--- config.mk ---
export PLATFORM = sky130hd
export DESIGN_NAME = keypad_letter_fsm
export DESIGN_NICKNAME = d
export VERILOG_FILES = /design/src/rtl/keypad_pkg.sv /design/src/rtl/keypad_key_decode.sv /design/src/rtl/keypad_letter_fsm.sv
export SDC_FILE = /design/constraint.sdc
export NUM_CORES = 1
export LEC_CHECK = 0
export BUFFER_PORTS_ARGS = -buffer_cell sky130_fd_sc_hd__buf_2
export CORE_MARGIN = 2
export CORE_UTILIZATION = 57
export DETAILED_ROUTE_END_ITERATION = 10
export PLACE_DENSITY = 0.78
export SYNTH_ARGS = -nofsm -noshare
export SYNTH_HDL_FRONTEND = slang
export SYNTH_SLANG_ARGS = --single-unit
--- constraint.sdc ---
create_clock -name clk -period 2.8 [get_ports clk]
set_input_delay 0.42 -clock clk [delete_from_list [all_inputs] [get_ports clk]]
set_output_delay 0.42 -clock clk [all_outputs]
set_load 0.01 [all_outputs]
--- src/rtl/keypad_pkg.sv ---
// keypad_pkg
//   Shared definitions for the keypad letter entry block: FSM state enum,
//   key identifiers, the one-hot {row, col} codes produced by the keypad
//   scanner, and the ASCII base letter for each letter key.
//   cur_key layout: {row[3:0], col[3:0]}, bit 7 = row0, bit 3 = col0.
`timescale 1ns/1ps
package keypad_pkg;

  typedef enum logic [1:0] {
    ST_IDLE    = 2'd0,
    ST_TAP     = 2'd1,
    ST_PENDING = 2'd2
  } state_e;

  // Row / column one-hot nibbles (MSB of each nibble is row0 / col0)
  localparam logic [3:0] ROW0 = 4'b1000;
  localparam logic [3:0] ROW1 = 4'b0100;
  localparam logic [3:0] ROW2 = 4'b0010;
  localparam logic [3:0] ROW3 = 4'b0001;
  localparam logic [3:0] COL0 = 4'b1000;
  localparam logic [3:0] COL1 = 4'b0100;
  localparam logic [3:0] COL2 = 4'b0010;
  localparam logic [3:0] COL3 = 4'b0001;

  // Full key codes as seen on cur_key
  localparam logic [7:0] CODE_1    = {ROW0, COL0};
  localparam logic [7:0] CODE_2    = {ROW0, COL1};
  localparam logic [7:0] CODE_3    = {ROW0, COL2};
  localparam logic [7:0] CODE_A    = {ROW0, COL3};
  localparam logic [7:0] CODE_4    = {ROW1, COL0};
  localparam logic [7:0] CODE_5    = {ROW1, COL1};
  localparam logic [7:0] CODE_6    = {ROW1, COL2};
  localparam logic [7:0] CODE_B    = {ROW1, COL3};
  localparam logic [7:0] CODE_7    = {ROW2, COL0};
  localparam logic [7:0] CODE_8    = {ROW2, COL1};
  localparam logic [7:0] CODE_9    = {ROW2, COL2};
  localparam logic [7:0] CODE_C    = {ROW2, COL3};
  localparam logic [7:0] CODE_STAR = {ROW3, COL0};
  localparam logic [7:0] CODE_0    = {ROW3, COL1};
  localparam logic [7:0] CODE_HASH = {ROW3, COL2};
  localparam logic [7:0] CODE_D    = {ROW3, COL3};

  // Key identifiers: digits map to their value, A-D to 10-13
  localparam logic [3:0] KEY_0    = 4'd0;
  localparam logic [3:0] KEY_1    = 4'd1;
  localparam logic [3:0] KEY_2    = 4'd2;
  localparam logic [3:0] KEY_3    = 4'd3;
  localparam logic [3:0] KEY_4    = 4'd4;
  localparam logic [3:0] KEY_5    = 4'd5;
  localparam logic [3:0] KEY_6    = 4'd6;
  localparam logic [3:0] KEY_7    = 4'd7;
  localparam logic [3:0] KEY_8    = 4'd8;
  localparam logic [3:0] KEY_9    = 4'd9;
  localparam logic [3:0] KEY_A    = 4'd10;
  localparam logic [3:0] KEY_B    = 4'd11;
  localparam logic [3:0] KEY_C    = 4'd12;
  localparam logic [3:0] KEY_D    = 4'd13;
  localparam logic [3:0] KEY_STAR = 4'd14;
  localparam logic [3:0] KEY_HASH = 4'd15;

  // First letter on each letter key (uppercase ASCII)
  localparam logic [7:0] BASE_2 = 8'h41; // A B C
  localparam logic [7:0] BASE_3 = 8'h44; // D E F
  localparam logic [7:0] BASE_4 = 8'h47; // G H I
  localparam logic [7:0] BASE_5 = 8'h4A; // J K L
  localparam logic [7:0] BASE_6 = 8'h4D; // M N O
  localparam logic [7:0] BASE_7 = 8'h50; // P Q R S
  localparam logic [7:0] BASE_8 = 8'h54; // T U V
  localparam logic [7:0] BASE_9 = 8'h57; // W X Y Z

  function automatic logic [7:0] letter_base(input logic [3:0] key_id);
    logic [7:0] base;
    case (key_id)
      KEY_2:   base = BASE_2;
      KEY_3:   base = BASE_3;
      KEY_4:   base = BASE_4;
      KEY_5:   base = BASE_5;
      KEY_6:   base = BASE_6;
      KEY_7:   base = BASE_7;
      KEY_8:   base = BASE_8;
      KEY_9:   base = BASE_9;
      default: base = 8'h00;
    endcase
    return base;
  endfunction

  function automatic logic onehot4(input logic [3:0] x);
    return (x != 4'd0) && ((x & (x - 4'd1)) == 4'd0);
  endfunction

endpackage

--- src/rtl/keypad_key_decode.sv ---
// keypad_key_decode
//   Purely combinational decode of the scanner's {row, col} code.
//   Ports:
//     cur_key      in  [7:0] {row[3:0], col[3:0]}
//     valid        out       exactly one row bit and one column bit set
//     key_id       out [3:0] key identifier (see keypad_pkg KEY_*)
//     is_letter    out       key carries letters (2..9)
//     letter_count out [2:0] letters on the key (3 or 4), 0 otherwise
`timescale 1ns/1ps
module keypad_key_decode
  import keypad_pkg::*;
(
  input  logic [7:0] cur_key,
  output logic       valid,
  output logic [3:0] key_id,
  output logic       is_letter,
  output logic [2:0] letter_count
);

  always_comb begin
    valid = onehot4(cur_key[7:4]) && onehot4(cur_key[3:0]);

    case (cur_key)
      CODE_0:    key_id = KEY_0;
      CODE_1:    key_id = KEY_1;
      CODE_2:    key_id = KEY_2;
      CODE_3:    key_id = KEY_3;
      CODE_4:    key_id = KEY_4;
      CODE_5:    key_id = KEY_5;
      CODE_6:    key_id = KEY_6;
      CODE_7:    key_id = KEY_7;
      CODE_8:    key_id = KEY_8;
      CODE_9:    key_id = KEY_9;
      CODE_A:    key_id = KEY_A;
      CODE_B:    key_id = KEY_B;
      CODE_C:    key_id = KEY_C;
      CODE_D:    key_id = KEY_D;
      CODE_STAR: key_id = KEY_STAR;
      CODE_HASH: key_id = KEY_HASH;
      // Malformed codes land on an inert key; valid is low for them anyway
      default:   key_id = KEY_1;
    endcase

    is_letter = valid && (key_id >= KEY_2) && (key_id <= KEY_9);

    if (!is_letter)
      letter_count = 3'd0;
    else if ((key_id == KEY_7) || (key_id == KEY_9))
      letter_count = 3'd4;
    else
      letter_count = 3'd3;
  end

endmodule

--- src/rtl/keypad_letter_fsm.sv ---
// keypad_letter_fsm
//   Multi-tap letter entry: repeated taps on a letter key cycle through its
//   letters, '#' commits the previewed letter, '*' cancels, and an idle
//   timeout discards the selection. A committed letter is held until the
//   consumer acknowledges it; the scanner is paused while it waits.
//   Parameters:
//     TIMEOUT_CYCLES  tap-idle cycles before the pending letter is dropped
//     SCAN_DIV        clock cycles per scan_en pulse
//   Ports:
//     clk           in        system clock
//     nRst          in        asynchronous active-low reset
//     strobe        in        key-press pulse from scanner
//     cur_key       in  [7:0] {row[3:0], col[3:0]}
//     letter_ack    in        consumer accepts committed letter
//     scan_en       out       one-cycle column-advance pulse
//     scan_mode     out       scanner run enable (low while a letter waits)
//     cur_letter    out [7:0] ASCII preview of letter being tapped, 0 if none
//     letter        out [7:0] ASCII committed letter
//     letter_valid  out       committed letter available
`timescale 1ns/1ps
module keypad_letter_fsm
  import keypad_pkg::*;
#(
  parameter int TIMEOUT_CYCLES = 12_000_000,
  parameter int SCAN_DIV       = 12_000
) (
  input  logic       clk,
  input  logic       nRst,
  input  logic       strobe,
  input  logic [7:0] cur_key,
  input  logic       letter_ack,
  output logic       scan_en,
  output logic       scan_mode,
  output logic [7:0] cur_letter,
  output logic [7:0] letter,
  output logic       letter_valid
);

  // Guard against zero-width counters for degenerate parameter values
  localparam int TMR_W = (TIMEOUT_CYCLES > 1) ? $clog2(TIMEOUT_CYCLES) : 1;
  localparam int DIV_W = (SCAN_DIV > 1) ? $clog2(SCAN_DIV) : 1;
  localparam logic [TMR_W-1:0] TMR_LAST = TMR_W'(TIMEOUT_CYCLES - 1);
  localparam logic [DIV_W-1:0] DIV_LAST = DIV_W'(SCAN_DIV - 1);

  state_e           state_q, state_d;
  logic [3:0]       key_q, key_d;
  logic [1:0]       index_q, index_d;
  logic [TMR_W-1:0] timer_q, timer_d;
  logic [DIV_W-1:0] div_q, div_d;
  logic [7:0]       cur_letter_q, cur_letter_d;
  logic [7:0]       letter_q, letter_d;
  logic             letter_valid_q, letter_valid_d;
  logic             scan_en_q, scan_en_d;

  logic       dec_valid;
  logic [3:0] dec_key_id;
  logic       dec_is_letter;
  logic [2:0] dec_letter_count;

  logic       letter_press;
  logic       hash_press;
  logic       star_press;
  logic [1:0] tap_index;

  keypad_key_decode u_decode (
    .cur_key      (cur_key),
    .valid        (dec_valid),
    .key_id       (dec_key_id),
    .is_letter    (dec_is_letter),
    .letter_count (dec_letter_count)
  );

  // ---------------------------------------------------------------- registers
  always_ff @(posedge clk or negedge nRst) begin
    if (!nRst) begin
      state_q        <= ST_IDLE;
      key_q          <= KEY_0;
      index_q        <= 2'd0;
      timer_q        <= '0;
      div_q          <= '0;
      cur_letter_q   <= 8'h00;
      letter_q       <= 8'h00;
      letter_valid_q <= 1'b0;
      scan_en_q      <= 1'b0;
    end else begin
      state_q        <= state_d;
      key_q          <= key_d;
      index_q        <= index_d;
      timer_q        <= timer_d;
      div_q          <= div_d;
      cur_letter_q   <= cur_letter_d;
      letter_q       <= letter_d;
      letter_valid_q <= letter_valid_d;
      scan_en_q      <= scan_en_d;
    end
  end

  // --------------------------------------------------------- next-state logic
  always_comb begin
    // is_letter already implies a well-formed code
    letter_press = strobe && dec_is_letter;
    hash_press   = strobe && dec_valid && (dec_key_id == KEY_HASH);
    star_press   = strobe && dec_valid && (dec_key_id == KEY_STAR);

    // Next tap position on the same key, wrapping after its last letter
    if ({1'b0, index_q} == (dec_letter_count - 3'd1))
      tap_index = 2'd0;
    else
      tap_index = index_q + 2'd1;

    state_d        = state_q;
    key_d          = key_q;
    index_d        = index_q;
    timer_d        = timer_q;
    cur_letter_d   = cur_letter_q;
    letter_d       = letter_q;
    letter_valid_d = letter_valid_q;

    // Free-running scan divider, unaffected by the FSM
    div_d     = (div_q == DIV_LAST) ? '0 : div_q + 1'b1;
    scan_en_d = (div_q == DIV_LAST);

    unique case (state_q)
      ST_IDLE: begin
        if (letter_press) begin
          state_d      = ST_TAP;
          key_d        = dec_key_id;
          index_d      = 2'd0;
          timer_d      = '0;
          cur_letter_d = letter_base(dec_key_id);
        end
      end

      ST_TAP: begin
        // Any acted-on press wins over a coincident timeout
        if (letter_press) begin
          timer_d = '0;
          if (dec_key_id == key_q) begin
            index_d      = tap_index;
            cur_letter_d = letter_base(key_q) + {6'd0, tap_index};
          end else begin
            key_d        = dec_key_id;
            index_d      = 2'd0;
            cur_letter_d = letter_base(dec_key_id);
          end
        end else if (hash_press) begin
          state_d        = ST_PENDING;
          letter_d       = cur_letter_q;
          letter_valid_d = 1'b1;
          cur_letter_d   = 8'h00;
          index_d        = 2'd0;
          timer_d        = '0;
        end else if (star_press || (timer_q == TMR_LAST)) begin
          state_d      = ST_IDLE;
          cur_letter_d = 8'h00;
          index_d      = 2'd0;
          timer_d      = '0;
        end else begin
          timer_d = timer_q + 1'b1;
        end
      end

      ST_PENDING: begin
        if (letter_ack) begin
          state_d        = ST_IDLE;
          letter_valid_d = 1'b0;
        end
      end

      default: begin
        state_d = ST_IDLE;
      end
    endcase
  end

  // ------------------------------------------------------------- output logic
  always_comb begin
    scan_mode    = (state_q != ST_PENDING);
    scan_en      = scan_en_q;
    cur_letter   = cur_letter_q;
    letter       = letter_q;
    letter_valid = letter_valid_q;
  end

endmodule

After elaboration in Yosys (flattened, before gate mapping)
Memory sizes are Yosys's and may differ from the RTL's. Index checks and enable logic that the tools add are counted.

Memory bits (writable): 0. Memories: 3. Word-level logic and storage cells: 120. Bits in latches: 0. ROM bits: 288. Flip-flop bits (word level): 64. Input bits: 12.

Memory list: (no name shown) (depth 16, width 6, read ports 1, clocked after Yosys merged registers in 0, write ports 0, RTL line keypad_pkg.sv:73) `case (key_id)`; (no name shown) (depth 16, width 6, read ports 1, clocked after Yosys merged registers in 0, write ports 0, RTL line keypad_pkg.sv:73); (no name shown) (depth 16, width 6, read ports 1, clocked after Yosys merged registers in 0, write ports 0, RTL line keypad_pkg.sv:73).

Equality and inequality tests: 34. Multipliers: 0. Mux-type cells: 38. $add $sub $neg: 7. Shift operators: 0. Reduce and logical (&&, ||, !) cells: 24. Magnitude comparators: 2. Divide/modulo/power cells: 0. Bitwise operators: 3.

Operators with widths (count): $mux 24 (4); $mux 8 (8); $pmux 4 s15 (1); $pmux 24 s2 (1); $eq 8x5->1 const B (4); $eq 8x6->1 const B (4); $eq 8x7->1 const B (4); $add 24x1->24 const B (1); $eq 24x24->1 const B (1); $eq 8x8->1 const B (3); $mux 2 (10); $pmux 8 s2 (1); $add 14x1->14 const B (1); $eq 14x14->1 const B (1); $mux 14 (1); $ne 2x2->1 const B (7); $eq 4x4->1 const B (3); $mux 4 (3); $reduce_and 4->1 (3); $logic_and 1x1->1 (9); $add 8x2->8 (1); $and 4x4->4 (2); $logic_not 4->1 (2); $pmux 4 s2 (1); other kinds (24) (32).

Longest topological paths before layout
Gate-level depths: netlist of the first run.

Depth in word-level cells: 15. Gate-level depth with buffers: 19. Gate-level depth less buffers: 17.

By module
Synthesis of the first run repeated with hierarchy kept, for this count alone.

Cells, all modules: 412. Area, all modules: 3917.5 um2.

Modules (own cells, without submodules): keypad_letter_fsm (sequential area each 1551.5 um2, times used 1, cells each 349, area an instance 3477.1 um2); keypad_key_decode (sequential area each 0.0 um2, times used 1, cells each 63, area an instance 440.4 um2).

Least setup slack after synthesis of the first run
OpenSTA, ideal clock, no wires.

Path type: input to register. Start point: input port cur_key[0]. End point: register cur_letter_q[3] (netlist: cur_letter[3]). Path buffers: 1. Arrival: 4202 ps. Path slack: -1479 ps. Stages on the path: 18. Cell sequence: buf_6 -> or4b_4 -> or4_1 -> nand3_1 -> a21o_2 -> inv_1 -> ha_1 -> nand3b_1 -> nor4_2 -> nor3_1 -> o21ai_0 -> ha_1 -> a21oi_1 -> a21oi_1 -> xor2_1 -> nand2_1 -> mux2_2 -> a21oi_1.

RTL lines: from (decl) (RTL line keypad_letter_fsm.sv:30) `input logic [7:0] cur_key,`; $eq 8x5->1, or another cell as far along (RTL line keypad_key_decode.sv:23) `case (cur_key)`; $pmux 4 s15 * (RTL line keypad_key_decode.sv:23); net dec_key_id[0] (RTL line keypad_letter_fsm.sv:56) `logic [3:0] dec_key_id;`; $ge 4x2->1, or another cell as far along (RTL line keypad_key_decode.sv:44) `is_letter = valid && (key_id >= KEY_2) && (key_id <= KEY_9);`; $logic_and 1x1->1 or $logic_or 1x1->1 (tied branches) (RTL line keypad_key_decode.sv:44, keypad_key_decode.sv:48); $logic_and 1x1->1 or $mux 3 (tied branches) (RTL line keypad_key_decode.sv:44, keypad_key_decode.sv:48); $mux 3 (RTL line keypad_key_decode.sv:46) `if (!is_letter)`; $sub 3x1->3 (RTL line keypad_letter_fsm.sv:106) `if ({1'b0, index_q} == (dec_letter_count - 3'd1))`; $eq 2x3->1 (RTL line keypad_letter_fsm.sv:106); $mux 2 (RTL line keypad_letter_fsm.sv:106); $add 8x2->8 (RTL line keypad_letter_fsm.sv:140) `cur_letter_d = letter_base(key_q) + {6'd0, tap_index};`; $mux 8 (RTL line keypad_letter_fsm.sv:138) `if (dec_key_id == key_q) begin`; $mux 8 (RTL line keypad_letter_fsm.sv:136) `if (letter_press) begin`; $pmux 8 s2 (RTL line keypad_letter_fsm.sv:123) `unique case (state_q)`; to (signal assigned) (RTL line keypad_letter_fsm.sv:91) `cur_letter_q <= cur_letter_d;`; to (decl) (RTL line keypad_letter_fsm.sv:50) `logic [7:0] cur_letter_q, cur_letter_d;`.

Mark *: on every way through the listed nets, which the timed path passes. The rest lies on a longest branch. The select of a mux whose other input is x is not followed. A chain may end at the register's enable or synchronous reset.

Worst setup path in the final report of the first run
Start point: input port cur_key[2]. End point: register cur_letter_q[4] (netlist: cur_letter[4]).

The elaborated chain is that of the path after synthesis.

==> summary.md, run 1 <==
| Metric | Value |
|---|---|
| Final setup viols | `38` |
| Total gr overflow | `0` |
| Total CTS buffers | `9` |
| IO Port Bufs | `28` |
| Status | `finished, violations left` |
| Register area share after synthesis | `0.3798` |
| Core ar. | `6869 um2` |
| All-Layer GR Usage | `0.3495` |
| Top_reg_cell synth | `dfrtp_1` |
| Most Frequent Cell on Critical Path | `buf_4` |
| Vias in the first global route | `4284` |
| P_int | `1760 uW` |
| I/O Pins | `31` |
| Clk buf depth | `2` |
| Yosys top cell area share | `0.3798` |
| Drt pass-1 iters | `7` |
| Worst skew pair latency | `360 ps` |
| # nets final | `606` |
| First-pass GRT wire length | `20820 um` |
| Die ar. | `7860 um2` |
| EDFF count, synth | `0` |
| Initial antenna violation count | `0` |
| Pwr per Cell Area | `424.1 nW/um2` |
| Final WS setup | `-1134 ps` |
| Via count | `4537` |
| RSZ-0062 raised after global routing | `yes` |
| LEAKAGE | `0.002686 uW` |
| Ys Warns | `0` |
| Sink Count | `62` |
| Cells after Synth | `442` |
| ANT cells | `0` |
| Post-route minimum period | `3934 ps` |
| Worst path required time | `3030 ps` |
| Hold crit path type | `primary input to flip-flop` |
| DRT Wirelength | `15510 um` |
| Synth area leaders | `dfrtp_1, xnor2_1, nand2_1, o21ai_0, nor2_1` |
| Violated checks | `setup timing` |
| Area leader, netlist | `dfrtp_1` |
| # DRC | `0` |
| Net Sw Frac | `0.3179` |
| Routability cong. | `0.9429` |
| Final cell count without fillers | `683` |
| CTS tree | `built` |
| Via density | `6.643` |
| Row cnt | `30` |
| Remaining antenna violation count | `0` |
| Synth cell count leaders | `dfrtp_1, nand2_1, nor2_1` |
| Initial Utilization | `0.5947` |
| FMAX | `254.2 MHz` |
| Slowest stage delay, CP | `400 ps` |
| Clock Power Share | `0.363` |
| Critical Path AT | `4160 ps` |
| Slew Viols, Final | `0` |
| FF+latch count, synth | `62` |
| Die H | `88.66 um` |
| Sequential share of power | `0.392` |
| Kind of critical path | `primary input to flip-flop` |
| Startpoint types | `primary input` |
| Pre-CTS setup slack | `-1354 ps` |
| Largest net degree at the start of global routing | `29` |
| Die Width | `88.66 um` |
| Crit-path max FO | `5` |
| Most frequent cell after synthesis | `dfrtp_1` |
| Total Power | `2580 uW` |
| Fill count | `296` |
| NetSw | `820.3 uW` |
| CTS clk-pin slew, worst paths | `80 ps` |
| Wire length per cell | `22.70 um` |
| Avg Cell Area, Syn | `9.242 um2` |
| Tcrit/Tclk final | `1.405` |
| HPWL after DPL | `8029 um` |
| Worst Setup End Kind | `flip-flop` |
| Critical Path Slowest Stage Cell | `a211oi_1` |
| Drt initial violations | `512` |
| Clock root buffer master | `clkbuf_8` |
| Area Growth Syn to Fin | `48.91%` |
| Clock skew | `12.24 ps` |
| Critical path, cell by cell | `buf_6 -> buf_4 -> buf_4 -> xor2_1 -> and3_2 -> a211oi_1 -> a21o_4 -> inv_4 -> ha_4 -> nand3b_1 -> nor4_4 -> nor3_4 -> a21oi_2 -> ha_2 -> fa_2 -> and3_4 -> xnor2_1 -> and2_1 -> a32oi_1 -> o31ai_1` |
| VDD IR-drop max | `0.3818 mV` |
| Post-synth cell types | `72` |
| Slew margin rel. | `0.5239` |
| Endpoints failing hold | `0` |
| CTS H-Tree Depth | `3` |
| Gate power share | `0.245` |
| Post-synth ARST share | `1.000` |
| Layout cell share with drive strength beyond 1 | `0.4651` |
| Cells after DPL | `635` |
| Number of max-cap violations | `0` |
| Worst Tran Pin Value | `714.2 ps` |
| Total negative slack | `-22200 ps` |
| Mapped Area | `4085 um2` |
==> worst max-delay path, delay by kind of cell <==
kind	cells	cell delay, ps
simple gates	6	1210
compound gates	5	1190
fa+ha+maj	3	620
buf+inv	4	430
xor+xnor	2	280
==> state kept, by name, indices dropped and copies added (netlist names) <==
register      count
div_q            14
letter            7
timer_q          24
cur_letter        7
scan_en           1
index_q           2
key_q             4
state_q           2
letter_valid      1
==> cells by family (layout without fill, tap and decap cells) <==
family          Yosys count  in the layout  synth area share
compound gates           94             94            0.1587
xor+xnor                 33             33           0.07259
simple gates            192            192            0.2576
buf+inv                  32            176           0.04900
other cells               1              2         0.0009180
flops                    62             62            0.3798
fa+ha+maj                12             12           0.03859
mux                      16             16           0.04288
==> cells in the final DEF, fill, tap and decap left out, types with 5 or more instances in the layout <==
cell / instances
buf_4: 92
dfrtp_1: 62
nor2_1: 33
nand2_1: 32
buf_2: 25
buf_6: 23
nand3_1: 21
xnor2_1: 16
xor2_1: 15
o21ai_0: 12
mux2_2: 11
inv_1: 10
o21ai_2: 10
clkbuf_8: 10
nor2b_1: 8
nand2b_1: 8
o21ai_1: 8
and3_1: 7
nor3_4: 7
nand2_2: 7
a21oi_1: 7
o31ai_1: 7
nand4_1: 6
a21oi_2: 6
ha_1: 6
buf_12: 6
nor3_1: 5
or2_2: 5
nor4_4: 5
==> final cells by class <==
| cell class | instances | area (um2) | share of cell area |
|---|---|---|---|
| clock buffers | 11 | 141.4 | 0.02324 |
| flip-flops and latches | 62 | 1551 | 0.2550 |
| inverters | 11 | 43.79 | 0.007199 |
| repair buffers | 149 | 1245 | 0.2046 |
| multi-input cells | 349 | 2899 | 0.4766 |
| well taps | 96 | 120.1 | 0.01974 |
| clock inverters | 5 | 82.58 | 0.01357 |
==> path summary, 6_finish.rpt <==
path,start,endpoint,depth (start not counted),slack (ps)
max,cur_key[2],cur_letter[4],20,-1130
min,letter_ack,state_q[1],2,350
max reg2reg,timer_q[15],cur_letter[1],7,-120
min reg2reg,div_q[4],div_q[4],1,500
max in group asynchronous,nRst,cur_letter[3],3,1580
min in group asynchronous,nRst,div_q[13],2,500
==> power by group through the flow <==
stage               sequential, uW  combinational (uW)  clock, uW
floorplan                     1010                 269          0
detailed placement            1020                 438          0
CTS                           1000                 505        900
finish                        1010                 632        938
global placement              1010                 421          0
global route                  1020                 663        968
==> per-stage QoR <==
stage / util / cell area (um2) / hold slack [ps]
floorplan: - / 4245 / 124.4
global placement: 0.7341 / 5042 / 342.8
detailed placement: 0.7341 / 5042 / 344.8
CTS: 0.8373 / 5752 / 295.1
global route: 0.8856 / 6083 / 344.9
finish: 0.8856 / 6083 / 348.4
==> what timing repair did <==
item                                   in CTS  in global routing
resized for setup                          68                 51
setup endpoints to repair                  37                 38
hold buffers                                1                  0
gates cloned                                0                  1
setup buffers                              19                 21
endpoints found under the hold margin      14                  0
pin swaps                                  26                 33
==> metal layers <==
| metal | track usage | wire (um) |
|---|---|---|
| met1 | 0.4096 | 5394 |
| met5 | 0 | 0 |
| met3 | 0.07836 | 1444 |
| met2 | 0.5868 | 7549 |
| met4 | 0.2025 | 1119 |
(Power assumes the default switching activity.)
==> run 2: changes to the inputs <==
--- a/config.mk
+++ b/config.mk
@@ -9,7 +9,9 @@
 export CORE_MARGIN = 2
 export CORE_UTILIZATION = 57
 export DETAILED_ROUTE_END_ITERATION = 10
+export GPL_TIMING_DRIVEN = 0
 export PLACE_DENSITY = 0.78
+export SKIP_CTS_REPAIR_TIMING = 1
 export SYNTH_ARGS = -nofsm -noshare
 export SYNTH_HDL_FRONTEND = slang
 export SYNTH_SLANG_ARGS = --single-unit
==> run 2 against run 1 <==
  * The flow still finishes with violations (setup timing)
  * Cell area fell by 13%
  * Largest power group unchanged
  * Non-clock buffer count fell by 70
  * Clock skew fell by 2.4 ps
  * Sequential power barely moved
  * Maximum frequency rose by 2.8%
  * Sequential share of layout area rose by 3.9 points
  * Clock-buffer cell count fell by 2
  * Core utilization fell by 12 points
  * Clock power fell by 2.5%
  * Worst hold slack got worse by 220 ps
==> summary.md, run 2 (synthesis gave the netlist of run 1 again) <==
| Metric | Value |
|---|---|
| Final Util | `0.7690 (was 0.8856)` |
| Stages on the worst setup path | `17 (was 20)` |
| Hold crit path type | `primary input to asynchronous set/reset pin (was primary input to flip-flop)` |
| Post-placement cell area | `4501 um2 (was 5042 um2)` |
| LEAKAGE | `0.002288 uW (was 0.002686 uW)` |
| Total Power | `2419 uW (was 2580 uW)` |
| IO Port Bufs | `27 (was 28)` |
| Die H | `88.66 um (unchanged)` |
| Area Growth Syn to Fin | `29.31% (was 48.91%)` |
| # DRC | `0 (unchanged)` |
| Critical Path Slowest Stage Cell | `or4b_4 (was a211oi_1)` |
| Die ar. | `7860 um2 (unchanged)` |
| Remaining antenna violation count | `0 (unchanged)` |
| Layout cell share with drive strength beyond 1 | `0.3443 (was 0.4651)` |
| Wire length per cell | `17.61 um (was 22.70 um)` |
| Drt pass-1 iters | `5 (was 7)` |
| Total CTS buffers | `9 (unchanged)` |
| Startpoint types | `primary input (unchanged)` |
| Die Width | `88.66 um (unchanged)` |
| DR WL met3 | `548 um (was 1444 um)` |
| Final WS setup | `-1026 ps (was -1134 ps)` |
| Crit-path max FO | `9 (was 5)` |
| WP buf/inv | `3 (was 4)` |
| Slowest stage delay, CP | `590 ps (was 400 ps)` |
| Max FFs per register | `24 (unchanged)` |
| All-Layer GR Usage | `0.2562 (was 0.3495)` |
| Pwr per Cell Area | `457.8 nW/um2 (was 424.1 nW/um2)` |
| I/O Pins | `31 (unchanged)` |
| Clk buf depth | `2 (unchanged)` |
| Total gr overflow | `0 (unchanged)` |
| VDD IR-drop max | `0.3016 mV (was 0.3818 mV)` |
| Commonest non-fill, non-tap cell in the layout | `dfrtp_1 (was buf_4)` |
| Initial antenna violation count | `0 (unchanged)` |
| Vias in the first global route | `3338 (was 4284)` |
| ANT cells | `0 (unchanged)` |
| RSZ-0062 raised after global routing | `yes (unchanged)` |
| Highest routed layer | `met4 (unchanged)` |
| Worst Tran Pin Value | `842.0 ps (was 714.2 ps)` |
| WL met2 | `5458 um (was 7549 um)` |
| Met1 Wirelength | `4367 um (was 5394 um)` |
| CTS clk-pin slew, worst paths | `80 ps (about the same)` |
| Hold slack | `129.1 ps (was 348.4 ps)` |
| Post-route minimum period | `3826 ps (was 3934 ps)` |
| Endpoints failing hold | `0 (unchanged)` |
| Critical Path AT | `4070 ps (was 4160 ps)` |
| Initial Utilization | `0.5947 (unchanged)` |
| Worst Setup End Kind | `flip-flop (unchanged)` |
| Slew margin rel. | `0.4375 (was 0.5239)` |
| Most Frequent Cell on Critical Path | `a21o_4 (was buf_4)` |
| R2R cell count | `6 (was 7)` |
| Tcrit/Tclk final | `1.367 (was 1.405)` |
| Clock root buffer master | `clkbuf_8 (unchanged)` |
| Via count | `3813 (was 4537)` |
| CP top delay family | `compound AO/OA/AOI/OAI gates (was simple AND/OR/NAND/NOR gates)` |
| Worst path required time | `3040 ps (was 3030 ps)` |
| Sink Count | `62 (unchanged)` |
| Violated checks | `setup timing (unchanged)` |
| Largest net degree at the start of global routing | `63 (was 29)` |
| Critical path, cell by cell | `buf_6 -> or4b_4 -> a21boi_2 -> o211a_1 -> a21o_4 -> inv_4 -> ha_1 -> o211ai_1 -> a21o_4 -> nor3_4 -> a21oi_2 -> ha_2 -> fa_2 -> buf_4 -> xnor2_2 -> nor4_2 -> o32a_1 (was buf_6 -> buf_4 -> buf_4 -> xor2_1 -> and3_2 -> a211oi_1 -> a21o_4 -> inv_4 -> ha_4 -> nand3b_1 -> nor4_4 -> nor3_4 -> a21oi_2 -> ha_2 -> fa_2 -> and3_4 -> xnor2_1 -> and2_1 -> a32oi_1 -> o31ai_1)` |
| Row cnt | `30 (unchanged)` |
| Top Registers | `timer_q (24), div_q (14) (unchanged)` |
| Kind of critical path | `primary input to flip-flop (unchanged)` |
| HPWL after DPL | `6960 um (was 8029 um)` |
| Routability cong. | `0.9330 (was 0.9429)` |
| Total negative slack | `-22760 ps (was -22200 ps)` |
| Final Cell Area | `5283 um2 (was 6083 um2)` |
| Clock skew | `9.862 ps (was 12.24 ps)` |
| Status | `finished, violations left (unchanged)` |
| DRT Wirelength | `10800 um (was 15510 um)` |
| Drt initial violations | `326 (was 512)` |
| Final setup viols | `38 (unchanged)` |
| Via density | `6.220 (was 6.643)` |
| Core ar. | `6869 um2 (unchanged)` |
| Largest register by flop count | `timer_q (unchanged)` |
| Most frequent cells in the layout | `dfrtp_1, nand2_1, nor2_1 (was buf_4, dfrtp_1, nor2_1)` |
| # nets final | `536 (was 606)` |
| First-pass GRT wire length | `15650 um (was 20820 um)` |
| Slew Viols, Final | `0 (unchanged)` |
| CTS tree | `built (unchanged)` |
| FMAX | `261.4 MHz (was 254.2 MHz)` |
| Worst skew pair latency | `350 ps (was 360 ps)` |
| CTS H-Tree Depth | `3 (unchanged)` |
| Number of max-cap violations | `0 (unchanged)` |
[run 2: layer usage]
layer	up-vias	global-route usage
li1	1761	-
met1	1871	0.3302
met2	136	0.4328
met3	45	0.05410
met4	0	0.07851
met5	-	0
[run 2: worst register-to-register path, delay by kind of cell, from the launching register on]
| kind | cells | cell delay, ps |
|---|---|---|
| AND/OR/NAND/NOR | 1 | 730 |
| AO/OA/AOI/OAI | 2 | 430 |
| flip-flops | 1 | 450 |
| multiplexers | 2 | 800 |
| buffers and inverters | 1 | 140 |
[run 2: power by group]
part	internal (uW)	leakage, uW	total [uW]	switching [uW]
registers	943	0.000824	1000	58.6
clock network	514	0.000112	915	401
logic	226	0.00135	502	276
[run 2: cell type report]
cell class / count / area (um2)
timing repair buffer: 58 / 420.4
fill: 459 / 1587
sequential: 62 / 1551
buffer: 21 / 207.7
clock buffer: 9 / 123.9
clock inverter: 7 / 105.1
multi-input combinational: 349 / 2710
tap: 96 / 120.1
inverter: 11 / 43.79
[run 2: worst paths after layout]
check,endpoint,slack [ps],from
max in group asynchronous,key_q[3],2160,nRst
min in group clk,state_q[1],280,letter_ack
min reg2reg,div_q[12],510,div_q[12]
max reg2reg,cur_letter[6],160,key_q[2]
max,cur_letter[2],-1030,cur_key[3]
min,timer_q[3],130,nRst
[run 2: through the flow]
step	std cells	setup WS, ps
3_3_place_gp	566	-1500
3_5_place_dp	566	-1545
6_report	613	-1026
4_1_cts	582	-1220
2_1_floorplan	443	-1107
5_1_grt	613	-1179
